===== src/rtl/branch_pc_unit.sv =====
// branch_pc_unit: next-PC and branch-resolution unit for the single-cycle core.
//
// This unit owns the architectural PC. It resolves the six RV32I conditional
// branches and JAL/JALR. A taken transfer whose target has bit 1 set is
// redirected to TRAP_VEC by a two-state RUN/TRAP FSM. Two saturating counters
// track retired and taken conditional branches.
//
// Ports:
//   clk, rst_n      clock, asynchronous active-low reset
//   stall           hold PC, bad_addr and counters (trap_ack is still sampled)
//   branch/jal/jalr instruction class (priority jalr > jal > branch)
//   funct3          branch condition select
//   rs1_data        operand 1 and JALR base; rs2_data is operand 2
//   immgen          sign-extended immediate (halfword units for branch/JAL)
//   trap_ack        handler acknowledges the misalign trap
//   pc              registered PC
//   pc_plus4        link value (combinational)
//   taken           control transfer taken this cycle (combinational)
//   misalign        high while the FSM is in TRAP
//   bad_addr        last misaligned target
//   br_count        retired conditional branches (saturating)
//   taken_count     taken conditional branches (saturating)
module branch_pc_unit #(
    parameter int              XLEN     = 32,
    parameter logic [XLEN-1:0] RESET_PC = '0,
    parameter logic [31:0]     TRAP_VEC = 32'h0000_0100,
    parameter int              CNT_W    = 16
) (
    input  logic             clk,
    input  logic             rst_n,
    input  logic             stall,
    input  logic             branch,
    input  logic             jal,
    input  logic             jalr,
    input  logic [2:0]       funct3,
    input  logic [XLEN-1:0]  rs1_data,
    input  logic [XLEN-1:0]  rs2_data,
    input  logic [XLEN-1:0]  immgen,
    input  logic             trap_ack,
    output logic [XLEN-1:0]  pc,
    output logic [XLEN-1:0]  pc_plus4,
    output logic             taken,
    output logic             misalign,
    output logic [XLEN-1:0]  bad_addr,
    output logic [CNT_W-1:0] br_count,
    output logic [CNT_W-1:0] taken_count
);

    localparam logic [XLEN-1:0] TRAP_PC = XLEN'(TRAP_VEC);

    typedef enum logic {RUN, TRAP} state_t;

    state_t          state_q, state_d;
    logic            cond;
    logic            sel_br;
    logic            mis;
    logic [XLEN-1:0] br_tgt;
    logic [XLEN-1:0] jalr_sum;
    logic [XLEN-1:0] tgt;

    // Branch condition
    always_comb begin
        cond = 1'b0;
        case (funct3)
            3'b000:  cond = (rs1_data == rs2_data);
            3'b001:  cond = (rs1_data != rs2_data);
            3'b100:  cond = ($signed(rs1_data) <  $signed(rs2_data));
            3'b101:  cond = ($signed(rs1_data) >= $signed(rs2_data));
            3'b110:  cond = (rs1_data <  rs2_data);
            3'b111:  cond = (rs1_data >= rs2_data);
            default: cond = 1'b0;
        endcase
    end

    // Targets wrap modulo 2^XLEN; the immediate is already sign-extended so
    // a plain add covers backward offsets too.
    assign br_tgt   = pc + (immgen << 1);
    assign jalr_sum = rs1_data + immgen;
    assign tgt      = jalr ? {jalr_sum[XLEN-1:1], 1'b0} : br_tgt;

    // Counters only see a branch that is not shadowed by jal/jalr.
    assign sel_br   = branch & ~jal & ~jalr;
    assign taken    = jal | jalr | (branch & cond);
    assign mis      = taken & tgt[1];
    assign pc_plus4 = pc + XLEN'(4);
    assign misalign = (state_q == TRAP);

    // FSM next state; a fresh misalignment beats a same-cycle trap_ack, and
    // trap_ack is honoured even in a stalled cycle.
    always_comb begin
        state_d = state_q;
        if (!stall && mis)
            state_d = TRAP;
        else if (state_q == TRAP && trap_ack)
            state_d = RUN;
    end

    always_ff @(posedge clk or negedge rst_n) begin
        if (!rst_n)
            state_q <= RUN;
        else
            state_q <= state_d;
    end

    // PC and bad_addr
    always_ff @(posedge clk or negedge rst_n) begin
        if (!rst_n) begin
            pc       <= RESET_PC;
            bad_addr <= '0;
        end else if (!stall) begin
            if (mis) begin
                pc       <= TRAP_PC;
                bad_addr <= tgt;
            end else if (taken) begin
                pc <= tgt;
            end else begin
                pc <= pc_plus4;
            end
        end
    end

    // Saturating performance counters
    always_ff @(posedge clk or negedge rst_n) begin
        if (!rst_n) begin
            br_count    <= '0;
            taken_count <= '0;
        end else if (!stall && sel_br) begin
            if (br_count != '1)
                br_count <= br_count + CNT_W'(1);
            if (cond && taken_count != '1)
                taken_count <= taken_count + CNT_W'(1);
        end
    end

endmodule


===== config.mk =====
export PLATFORM = sky130hd
export DESIGN_NAME = branch_pc_unit
export DESIGN_NICKNAME = d
export VERILOG_FILES = /design/src/rtl/branch_pc_unit.sv
export SDC_FILE = /design/constraint.sdc
export NUM_CORES = 1
export LEC_CHECK = 0
export BUFFER_PORTS_ARGS = -buffer_cell sky130_fd_sc_hd__buf_4
export CORE_ASPECT_RATIO = 1.5
export CORE_MARGIN = 2
export CORE_UTILIZATION = 45
export DETAILED_ROUTE_END_ITERATION = 10
export GPL_ROUTABILITY_DRIVEN = 1
export GPL_TIMING_DRIVEN = 0
export PLACE_DENSITY = 0.73
export SLEW_MARGIN = 20
export SYNTH_ARGS = -nofsm -noshare
export SYNTH_HDL_FRONTEND = slang
export SYNTH_SLANG_ARGS = --single-unit
export TNS_END_PERCENT = 10

===== constraint.sdc =====
create_clock -name clk -period 5.75 [get_ports clk]
set_input_delay 1.725 -clock clk [delete_from_list [all_inputs] [get_ports clk]]
set_output_delay 1.725 -clock clk [all_outputs]
set_load 0.02 [all_outputs]

; ---- After elaboration in Yosys (flattened, before gate mapping)
; Index checks and enable logic that the tools add are counted.
[classes]
bitwise = 9
order_cmp = 4
n_eq_ne = 9
add_sub_neg = 5
n_reduce_logical = 10
mux = 6
[op_table]
columns = op, count
row1 = 32-bit two-way mux, 3
row2 = 32-bit adder, 2
row3 = 32-bit greater-or-equal comparator, 2
row4 = 32-bit less-than comparator, 2
row5 = 16-bit by 1-bit adder with 16-bit output (second input constant), 2
row6 = 32-bit by 3-bit adder with 32-bit output (second input constant), 1
row7 = 32-bit == test, 1
row8 = 16-bit inequality test (second input constant), 2
row9 = 32-bit inequality test, 1
row10 = 3-bit == test (second input constant), 4
row11 = 1-bit one-hot mux with 6 select lines, 1
row12 = 2-bit AND reduction, 3
row13 = 1-bit AND, 4
row14 = 1-bit logical AND, 4
row15 = 3-bit by 1-bit == test with 1-bit output (second input constant), 1
row16 = 3-bit logical NOT, 1
row17 = 1-bit inverter, 3
row18 = 1-bit two-way mux, 2
row19 = 1-bit bitwise OR, 2
row20 = 2-bit nonzero test, 1
row21 = 1-bit logical NOT, 1
[word_totals]
output_inout_bits = 130
word_cells = 48
regBits = 97

; ---- Logic depth before layout (Yosys ltp)
; Gate-level depths: netlist (run 1).
[logic_depth]
word_depth = 7
depth_mapped = 14
depth_no_buf = 12

; ---- Worst setup path before layout (run 1)
; OpenSTA, ideal clock, no wires.
[synth_timing]
path_kind = input to output
startpoint = input port rs2_data[15]
endpoint = output port taken
cell_stages = 12
arrival_ns = 4.243
setup_slack_ns = -0.218
path_cell_list = inv_1 -> ha_1 -> nand4_1 -> nor4_2 -> o21ai_0 -> a31oi_1 -> mux2_4 -> a2111oi_2 -> buf_4 -> nor2_2 -> inv_2 -> buf_4
[synth_between]
elab_chain_len = 4
[synth_lines]
columns = element, line
row1 = "start, declared", 37  ; input logic [XLEN-1:0] rs2_data,
row2 = "32-bit greater-or-equal comparator, or another cell as far along", 70  ; 3'b111: cond = (rs1_data >= rs2_data);
row3 = 1-bit one-hot mux with 6 select lines (*), 64  ; case (funct3)
row4 = 1-bit AND (*), 83  ; assign taken = jal | jalr | (branch & cond);
row5 = 1-bit bitwise OR (*), 83
row6 = "end, declared", 42  ; output logic taken,
; Mark *: on every way between the ends. The rest lies on a longest branch, timed or not.

; ---- Final worst setup path (run 1)
[layout_timing]
startpoint = input port rs1_data[23]
endpoint = output port taken
[layout_between]
elab_chain_len = 4
[layout_lines]
columns = element, line
row1 = "start, declared", 36  ; input logic [XLEN-1:0] rs1_data,
row2 = "32-bit greater-or-equal comparator, or another cell as far along", 70
row3 = 1-bit one-hot mux with 6 select lines (*), 64
row4 = 1-bit AND (*), 83
row5 = 1-bit bitwise OR (*), 83
; Marked as above.

==> flow_summary.rst, run 1 <==
.. list-table::
   :header-rows: 1

   * - Metric
     - Value
   * - Result of the run
     - complete, but fails checks
   * - Violated checks
     - negative setup slack
   * - Clock latency on the worst-skew pair
     - 0.36 ns
   * - Highest achievable clock rate
     - 169 MHz
   * - Required time worst endpoint
     - 4.03 ns
   * - Number of vias after detailed routing
     - 9,606
   * - Hold Crit Class
     - reg2reg
   * - Final hold violation count
     - 0
   * - Yosys Warn Count
     - 0
   * - Clk sink count
     - 96
   * - Combinational fraction of design power
     - 0.533
   * - Worst clock skew
     - 0.00554 ns
   * - Endpoint type of the worst setup path
     - primary output
   * - Cells along the critical path
     - buf_8, ha_4, nand4_1, nor4_4, buf_4, a311o_1, a21oi_2, mux2_4, a2111oi_4, buf_6, nor2_4, inv_4, buf_6
   * - Post-DR vias/cell
     - 5.95
   * - Weighted congestion reported at the end of routability-driven placement
     - 1.02
   * - Core Region
     - 19,700 um2
   * - Crit path buf inv count
     - 5
   * - Synth unique cells
     - 77
   * - Cell internal power dissipation
     - 2.00 mW
   * - Relative contribution of the clock network to total power
     - 0.178
   * - Area added between synthesis and finish
     - 31.8%
   * - Leak
     - 5.72 nW
   * - Number of setup violations in the final report
     - 1
   * - Sequential area share after synthesis
     - 0.268
   * - VDD IR-drop max
     - 257 uV
   * - First-pass GRT wire length
     - 51.3 mm
   * - Arrival time worst endpoint
     - 4.17 ns
   * - Router iterations before antenna repair
     - 5
   * - Count of routing violations after the opening detailed-route iteration
     - 679
   * - Initial Utilization
     - 0.455
   * - Largest fanout on the critical path
     - 3
   * - Number of slew-limit violations in the final report
     - 0
   * - Share of the clock period used by the worst path
     - 1.03
   * - Max_cap viols
     - 0
   * - Relative slew slack
     - 0.337
   * - Routed WL per cell
     - 20.9 um
   * - Maximum number of pins on one net before global-route repair
     - 97
   * - Via count of the first global-routing pass
     - 9,536
   * - Largest stage delay on the critical path
     - 0.37 ns
   * - Summed negative setup slack over all endpoints
     - -0.150 ns
   * - Synthesized instance count
     - 1,086
   * - DRC viols
     - 0
   * - Number of nets still failing antenna checks after routing
     - 0
   * - Hold_buf cts
     - 0
   * - Fin nets
     - 1,550
   * - Number of top-level pins
     - 236
   * - Number of buffer cells added on primary ports
     - 233
   * - CTS tree
     - done
   * - Fraction of layout instances using a drive strength above 1
     - 0.239
   * - Die Y
     - 177 um
   * - Clock buffers created by TritonCTS
     - 9
   * - Kind of critical path
     - in2out
   * - Kind of cell adding the most delay to the critical path
     - buffers and inverters
   * - Half-perimeter wire length of the detailed placement result
     - 26.9 mm
   * - Antenna violations before repair
     - 0
   * - Die boundary width
     - 119 um
   * - Fraction of registers with async set/reset
     - 1.00
   * - Synth Cell Area
     - 8980 um2
   * - Startpoint type of the worst setup path
     - input pin
   * - Number of rows in the core area
     - 63
   * - Power per standard cell area
     - 306 nW/um2
   * - Least setup slack across all paths after layout
     - -0.150 ns
   * - Post-layout utilization of the core
     - 0.600
   * - Slew at the pin closest to its max-slew limit
     - 0.982 ns
   * - Slowest cell on the critical path
     - nor4_4
   * - Synthesized flop and latch total
     - 96
   * - Buffer cell driving the clock tree root
     - clkbuf_16
   * - RSZ-0062 raised after global routing
     - true
   * - Min Tclk post-route
     - 5.90 ns
   * - Synth Flop Type
     - dfrtp_1
   * - Power dissipated by switching net loads
     - 1.62 mW
   * - Maximum buffer depth of the clock tree
     - 2
   * - Mean cell area of the mapped netlist
     - 8.27 um2
   * - Die outline area
     - 21,100 um2
   * - H-tree levels
     - 3
   * - N_diodes
     - 0
   * - Cell with the most instances on the worst path
     - buf_6
   * - Final global-route overflow total
     - 0
   * - Total routed wirelength
     - 33.8 mm
   * - Clk slew on worst S/H paths
     - 0.07 ns
   * - Switching power share of the total
     - 0.448
   * - Fill cell total of the finished layout
     - 1,806
   * - Overall Global Routing Usage
     - 0.318
   * - Number of flops mapped to enable cells by yosys
     - 0
   * - Part of the total power dissipated in sequential elements
     - 0.289
[metrics by stage]
stage               area, um2  setup WS (ns)  power, mW  cells  hold slack [ns]
floorplan                9000         0.0124       2.13   1087            0.582
global placement        11100         -0.884       2.90   1580            0.454
detailed placement      11100         -0.873       2.92   1580            0.457
CTS                     11700         -0.239       3.59   1611            0.479
global route            11800         -0.245       3.83   1614            0.504
finish                  11800         -0.150       3.62   1614            0.475
[layer usage]
| metal | share of wire | up-vias | routed length (um) | global-route usage |
|---|---|---|---|---|
| li1 | - | 4549 | - | - |
| met1 | 0.36 | 4494 | 12200 | 0.340 |
| met2 | 0.49 | 434 | 16700 | 0.560 |
| met3 | 0.071 | 129 | 2390 | 0.0651 |
| met4 | 0.076 | 0 | 2570 | 0.218 |
| met5 | 0 | - | 0 | 0 |
[worst register-to-register path: stages, from the launching register on]
cell and delay, ns:
dfrtp_1 0.46, ha_1 0.35, a211oi_1 0.32, o21ai_0 0.34, and3_1 0.29, or3_1 0.42, a21o_1 0.22, a221oi_1 0.29
mux2_2 0.37, nor3b_1 0.63, o21ai_0 0.16
[cells by family after synthesis]
family / share of synthesized area
AO/OA/AOI/OAI: 0.223
multiplexers: 0.0261
buffers and inverters: 0.0447
XOR/XNOR: 0.0985
AND/OR/NAND/NOR: 0.207
adder cells (fa/ha/maj): 0.133
other: 0.000418
flip-flops: 0.268
[cells in the final DEF, fill, tap and decap left out, drive strengths merged, types with 15 or more instances in the layout]
cell type / instances
clkbuf: 36
nor2: 70
xor2: 35
ha: 94
a21o: 30
and3: 25
dfrtp: 96
nor4: 15
buf: 266
nor3: 35
nand4: 22
inv: 57
nand3: 40
nand2: 105
a21oi: 64
xnor2: 66
o21ai: 80
[power by group through the flow]
stage               registers [mW]  logic (mW)  clock network, mW
finish                        1.04        1.93              0.643
global route                  1.06        2.09              0.680
CTS                           1.04        1.91              0.648
detailed placement            1.05        1.87                  0
global placement              1.05        1.85                  0
floorplan                     1.17       0.965                  0
[area by class of cell]
| cell class | count | area [um2] | area share |
|---|---|---|---|
| Clock inverter | 6 | 76.3 | 0.00645 |
| Buffer | 39 | 180 | 0.0152 |
| Tap cell | 260 | 325 | 0.0275 |
| Multi-Input combinational cell | 895 | 6420 | 0.543 |
| Inverter | 55 | 219 | 0.0185 |
| Clock buffer | 10 | 239 | 0.0202 |
| Timing Repair Buffer | 253 | 1970 | 0.166 |
| Sequential cell | 96 | 2400 | 0.203 |
[registers in the layout (all words and copies together) (netlist names)]
signal / flops
br_count: 16
bad_addr: 32
misalign: 1
pc: 31
taken_count: 16
[worst paths after layout]
check | start | endpoint | slack, ns | depth (start not counted)
worst min-delay path | bad_addr[1] | bad_addr[1] | 0.48 | 1
worst max register to register | pc[3] | bad_addr[31] | 1.76 | 10
max in group asynchronous | rst_n | bad_addr[25] | 3.69 | 1
worst max-delay path | rs1_data[23] | taken | -0.15 | 13
worst min register to register | bad_addr[1] | bad_addr[1] | 0.48 | 1
min in group asynchronous | rst_n | br_count[12] | 1.47 | 1
[timing repair]
item | CTS | global route
endpoints found under the setup margin | 1 | 1
gates resized for setup | 34 | 25
setup buffers | 15 | 5
pin swaps | 15 | 10
[synth_stat cells, types with 30 or more instances]
master,count,share of area
a21o_1,30,0.025
nor2_1,69,0.029
nor3_1,34,0.019
dfrtp_1,96,0.27
a21oi_1,64,0.036
xnor2_1,66,0.064
inv_1,54,0.023
o21ai_0,79,0.044
nand3_1,40,0.022
nand2_1,105,0.044
ha_1,94,0.13
xor2_1,35,0.034
Power figures use the tool's default switching activity.
==> run 2, diff against run 1 <==
ABC_AREA = 1   (was not set)
CORE_ASPECT_RATIO = 1.4   (was 1.5)
PLACE_DENSITY = 0.72   (was 0.73)
==> run 2 against run 1 <==
Net effect:
- the flow now finishes without violations
- register-to-register slack gained 0.96 ns
- synthesized cell count rose by 40%
- routed wire length rose by 4.1%
- sequential cell count is the same
- non-clock buffer count down 32
- die area is 8.9% higher
- clock skew increased by 0.0075 ns
- sequential power shrank 5%
- critical path depth increased by 5
- first-iteration DRC count increased by 4.9%
- count of clock-buffer cells in the layout stayed put
- critical path type unchanged
- largest cell class unchanged
- largest power group unchanged
==> flow_summary.rst, run 2 <==
.. list-table::
   :header-rows: 1

   * - Metric
     - Value
   * - Post-route non-filler standard cell count
     - 2,035 (+26%)
   * - Max_cap viols
     - 0 (unchanged)
   * - Relative slew slack
     - 0.384 (+0.0472)
   * - H-tree levels
     - 3 (unchanged)
   * - Startpoint type of the worst setup path
     - input pin
   * - Post-DR vias/cell
     - 5.45 (-8.4%)
   * - FF-to-FF End
     - pc[17]
   * - Crit Reg-Reg Startpoint
     - pc[6]
   * - Cell with the most instances on the worst path
     - nand2_1
   * - Power per standard cell area
     - 273 nW/um2 (-11%)
   * - Kind of critical path
     - in2out
   * - Clock buffers created by TritonCTS
     - 9 (unchanged)
   * - Synthesized instance count
     - 1,525 (+40%)
   * - Number of buffer cells added on primary ports
     - 232 (-0.43%)
   * - Number of top-level pins
     - 236 (unchanged)
   * - Power dissipated by switching net loads
     - 1.53 mW (-5.3%)
   * - N_diodes
     - 0 (unchanged)
   * - Fraction of the mapped netlist area in adder cells
     - 0.122 (-0.0112)
   * - Via count of the first global-routing pass
     - 11,000 (+15%)
   * - Initial Utilization
     - 0.460 (+0.00500)
   * - Clk slew on worst S/H paths
     - 0.08 ns (about the same)
   * - Number of nets still failing antenna checks after routing
     - 0 (unchanged)
   * - Final Hold Slack
     - 0.472 ns (-0.00325 ns)
   * - Fin nets
     - 1,971 (+27%)
   * - Core Region
     - 21,300 um2 (+8.0%)
   * - Worst hold endpoint
     - bad_addr[1]
   * - Router iterations before antenna repair
     - 8 (+3)
   * - Number of cells on the worst reg-to-reg path
     - 15 (+5)
   * - Synth Flop Type
     - dfrtp_1
   * - Final global-route overflow total
     - 0 (unchanged)
   * - Largest fanout on the critical path
     - 19 (+16)
   * - Die outline area
     - 23,000 um2 (+8.9%)
   * - Yosys Warn Count
     - 0 (unchanged)
   * - Top library cells by usage in the layout, fill and taps aside
     - 462 x nand2_1, 238 x buf_4, 198 x inv_1, 129 x nor2_1, 112 x a21oi_1
   * - VDD IR-drop max
     - 247 uV (-3.8%)
   * - Biggest area consumer among synthesized cells
     - dfrtp_1
   * - Cell Area, Placed
     - 11,900 um2 (+7.2%)
   * - Maximum number of pins on one net before global-route repair
     - 97 (unchanged)
   * - Half-perimeter wire length of the detailed placement result
     - 29.3 mm (+9.0%)
   * - Slowest cell on the critical path
     - ha_1
   * - Top cells by area in the synthesized netlist
     - dfrtp_1 25%, nand2_1 18%, ha_1 12%
   * - Most used standard cell by instance count after synthesis
     - nand2_1
   * - Registers with the most flip-flops
     - bad_addr x32, pc x31
   * - Hold Crit Class
     - reg2reg
   * - Fraction of registers with async set/reset
     - 1.00 (unchanged)
   * - Combinational fraction of design power
     - 0.515 (-0.018)
   * - Largest stage delay on the critical path
     - 0.29 ns (-0.08 ns)
   * - Most common library cell in the layout ignoring fill and taps
     - nand2_1
   * - Mean cell area of the mapped netlist
     - 6.43 um2 (-22%)
   * - Share of the clock period used by the worst path
     - 0.969 (-0.0567)
   * - Post-synthesis xor/xnor area fraction
     - 0.0536 (-0.0449)
   * - Switching power share of the total
     - 0.460 (+0.0119)
   * - Fraction of layout instances using a drive strength above 1
     - 0.166 (-0.0731)
   * - Weighted congestion reported at the end of routability-driven placement
     - 0.987 (-2.9%)
   * - Number of vias after detailed routing
     - 11,100 (+16%)
   * - Number of flip-flops under the largest register name
     - 32 (unchanged)
   * - Die Y
     - 179 um (+0.93%)
   * - Dominant combinational cell family by area after synthesis
     - simple AND/OR/NAND/NOR gates
   * - CTS tree
     - done
   * - Highest achievable clock rate
     - 179 MHz (+5.9%)
   * - Die boundary width
     - 129 um (+7.9%)
   * - Antenna violations before repair
     - 0 (unchanged)
   * - Leak
     - 6.65 nW (+16%)
   * - Total routed wirelength
     - 35.2 mm (+4.1%)
   * - Synth unique cells
     - 50 (-35%)
   * - Kind of cell adding the most delay to the critical path
     - simple AND/OR/NAND/NOR gates
   * - RSZ-0062 raised after global routing
     - false
   * - Compound-Gate Fraction of Synth Area
     - 0.149 (-0.0741)
   * - Register-to-register setup slack
     - 2.72 ns (+0.96 ns)
   * - Count of routing violations after the opening detailed-route iteration
     - 712 (+4.9%)
   * - Final hold violation count
     - 0 (unchanged)
   * - Register name with the most flops
     - bad_addr
   * - Summed negative setup slack over all endpoints
     - 0 ns (+0.150 ns)
   * - Sequential area share after synthesis
     - 0.245 (-0.0225)
   * - Slew at the pin closest to its max-slew limit
     - 0.924 ns (-0.0580 ns)
   * - Area added between synthesis and finish
     - 24.6%
   * - Area share of and/or/nand/nor cells after synthesis
     - 0.337 (+0.130)
   * - DRC viols
     - 0 (unchanged)
   * - Number of slew-limit violations in the final report
     - 0 (unchanged)
   * - Overall Global Routing Usage
     - 0.304 (-0.0133)
   * - Hold depth
     - 1 (unchanged)
   * - Result of the run
     - completed
   * - Layout Cell Area excl Fill
     - 12,200 um2 (+3.3%)
   * - Number of rows in the core area
     - 63 (unchanged)
   * - Number of flops mapped to enable cells by yosys
     - 0 (unchanged)
   * - Number of setup violations in the final report
     - 0 (-1)
   * - Clock latency on the worst-skew pair
     - 0.35 ns (about the same)
   * - Yosys top cell area share
     - 0.245 (-0.0225)
   * - Arrival time worst endpoint
     - 3.85 ns (-0.32 ns)
   * - Cells along the critical path
     - buf_4, ha_1, nand2_1, inv_1, a21oi_1, nand3_1, nand2_1, nand2_1, nand2_1, nand3_1, nand2_1, inv_1, nor2_1, nand3_2, nand2_4, nand2_4, buf_6, buf_4
   * - Crit path buf inv count
     - 5 (unchanged)
   * - Clk sink count
     - 96 (unchanged)
   * - Relative contribution of the clock network to total power
     - 0.187 (+0.009)
   * - Synth cell count leaders
     - 462 x nand2_1, 198 x inv_1, 131 x nor2_1
   * - First-pass GRT wire length
     - 54.5 mm (+6.2%)
   * - Maximum buffer depth of the clock tree
     - 2 (unchanged)
   * - Post-synthesis mux area share
     - 0.00102 (-0.0250)
   * - Routed WL per cell
     - 17.3 um (-17%)
   * - Placed Cells
     - 2,018 (+28%)
   * - Endpoint type of the worst setup path
     - primary output
   * - Synth Cell Area
     - 9800 um2 (+9.2%)
   * - Worst clock skew
     - 0.0130 ns (+0.00745 ns)
   * - Required time worst endpoint
     - 4.03 ns (about the same)
   * - Part of the total power dissipated in sequential elements
     - 0.297 (+0.008)
   * - Buffer cell driving the clock tree root
     - clkbuf_16
   * - Cell internal power dissipation
     - 1.80 mW (-9.8%)
   * - Synthesized flop and latch total
     - 96 (unchanged)
   * - Startpoint of the worst hold path
     - bad_addr[1]
   * - Min Tclk post-route
     - 5.57 ns (-0.326 ns)
==> run 2: power by group through the flow <==
| stage | clock network, mW | registers, mW | logic, mW |
|---|---|---|---|
| floorplan | 0 | 1.11 | 0.889 |
| global placement | 0 | 0.991 | 1.68 |
| detailed placement | 0 | 0.995 | 1.70 |
| CTS | 0.636 | 0.985 | 1.71 |
| global route | 0.661 | 1.01 | 1.90 |
| finish | 0.625 | 0.992 | 1.72 |
==> run 2: area by class of cell <==
cell class | count | area [um2]
multi-input cells | 1201 | 6520
clock buffers | 10 | 229
plain buffers | 26 | 145
fillers | 2202 | 9070
clock inverters | 6 | 73.8
inverters | 202 | 758
flip-flops and latches | 96 | 2400
well taps | 260 | 325
repair buffers | 234 | 1760
==> run 2: cells by family after synthesis <==
group	Yosys count
adders and majority gates	95
other	1
and+or+nand+nor	777
AOI/OAI and AO/OA	266
muxes	1
xor gates and xnor gates	60
DFF	96
buffers and inverters	229
==> run 2: layer usage <==
| layer | part of all wire | track usage | routed length, um | up-vias |
|---|---|---|---|---|
| met4 | 0.051 | 0.159 | 1810 | 0 |
| met2 | 0.51 | 0.559 | 17900 | 394 |
| li1 | - | - | - | 5501 |
| met5 | 0 | 0 | 0 | - |
| met3 | 0.059 | 0.0399 | 2090 | 94 |
| met1 | 0.38 | 0.339 | 13400 | 5106 |
==> run 2: how the worst max path moves through the flow <==
stage | start | depth (start not counted) | to
finish | rs1_data[7] | 18 | taken
global route | rs1_data[7] | 18 | taken
CTS | rs1_data[7] | 18 | taken
detailed placement | rs1_data[31] | 18 | taken
global placement | rs1_data[31] | 18 | taken
floorplan | rs2_data[31] | 17 | taken
==> run 2: worst register-to-register path: cells and delay by family, from the launching register on <==
kind,cells,cell delay [ns]
compound gates,4,1.14
flops,1,0.58
simple gates,8,0.56
fa+ha+maj,1,0.37
buf+inv,2,0.28
==> run 2: what timing repair did <==
| action | 4_1_cts | 5_1_grt |
|---|---|---|
| setup endpoints to repair | 1 | 0 |
| setup buffers | 2 | 0 |
| hold buffers | 0 | 0 |
| gates resized for setup | 5 | 0 |
==> run 2: metrics by stage <==
step,power [mW],setup WS (ns),utilization
after global placement,2.67,-0.223,0.558
final,3.34,0.176,0.574
after CTS,3.33,0.163,0.574
after detailed placement,2.69,-0.224,0.558
after global routing,3.56,0.0230,0.574
after floorplan,2.00,0.579,-
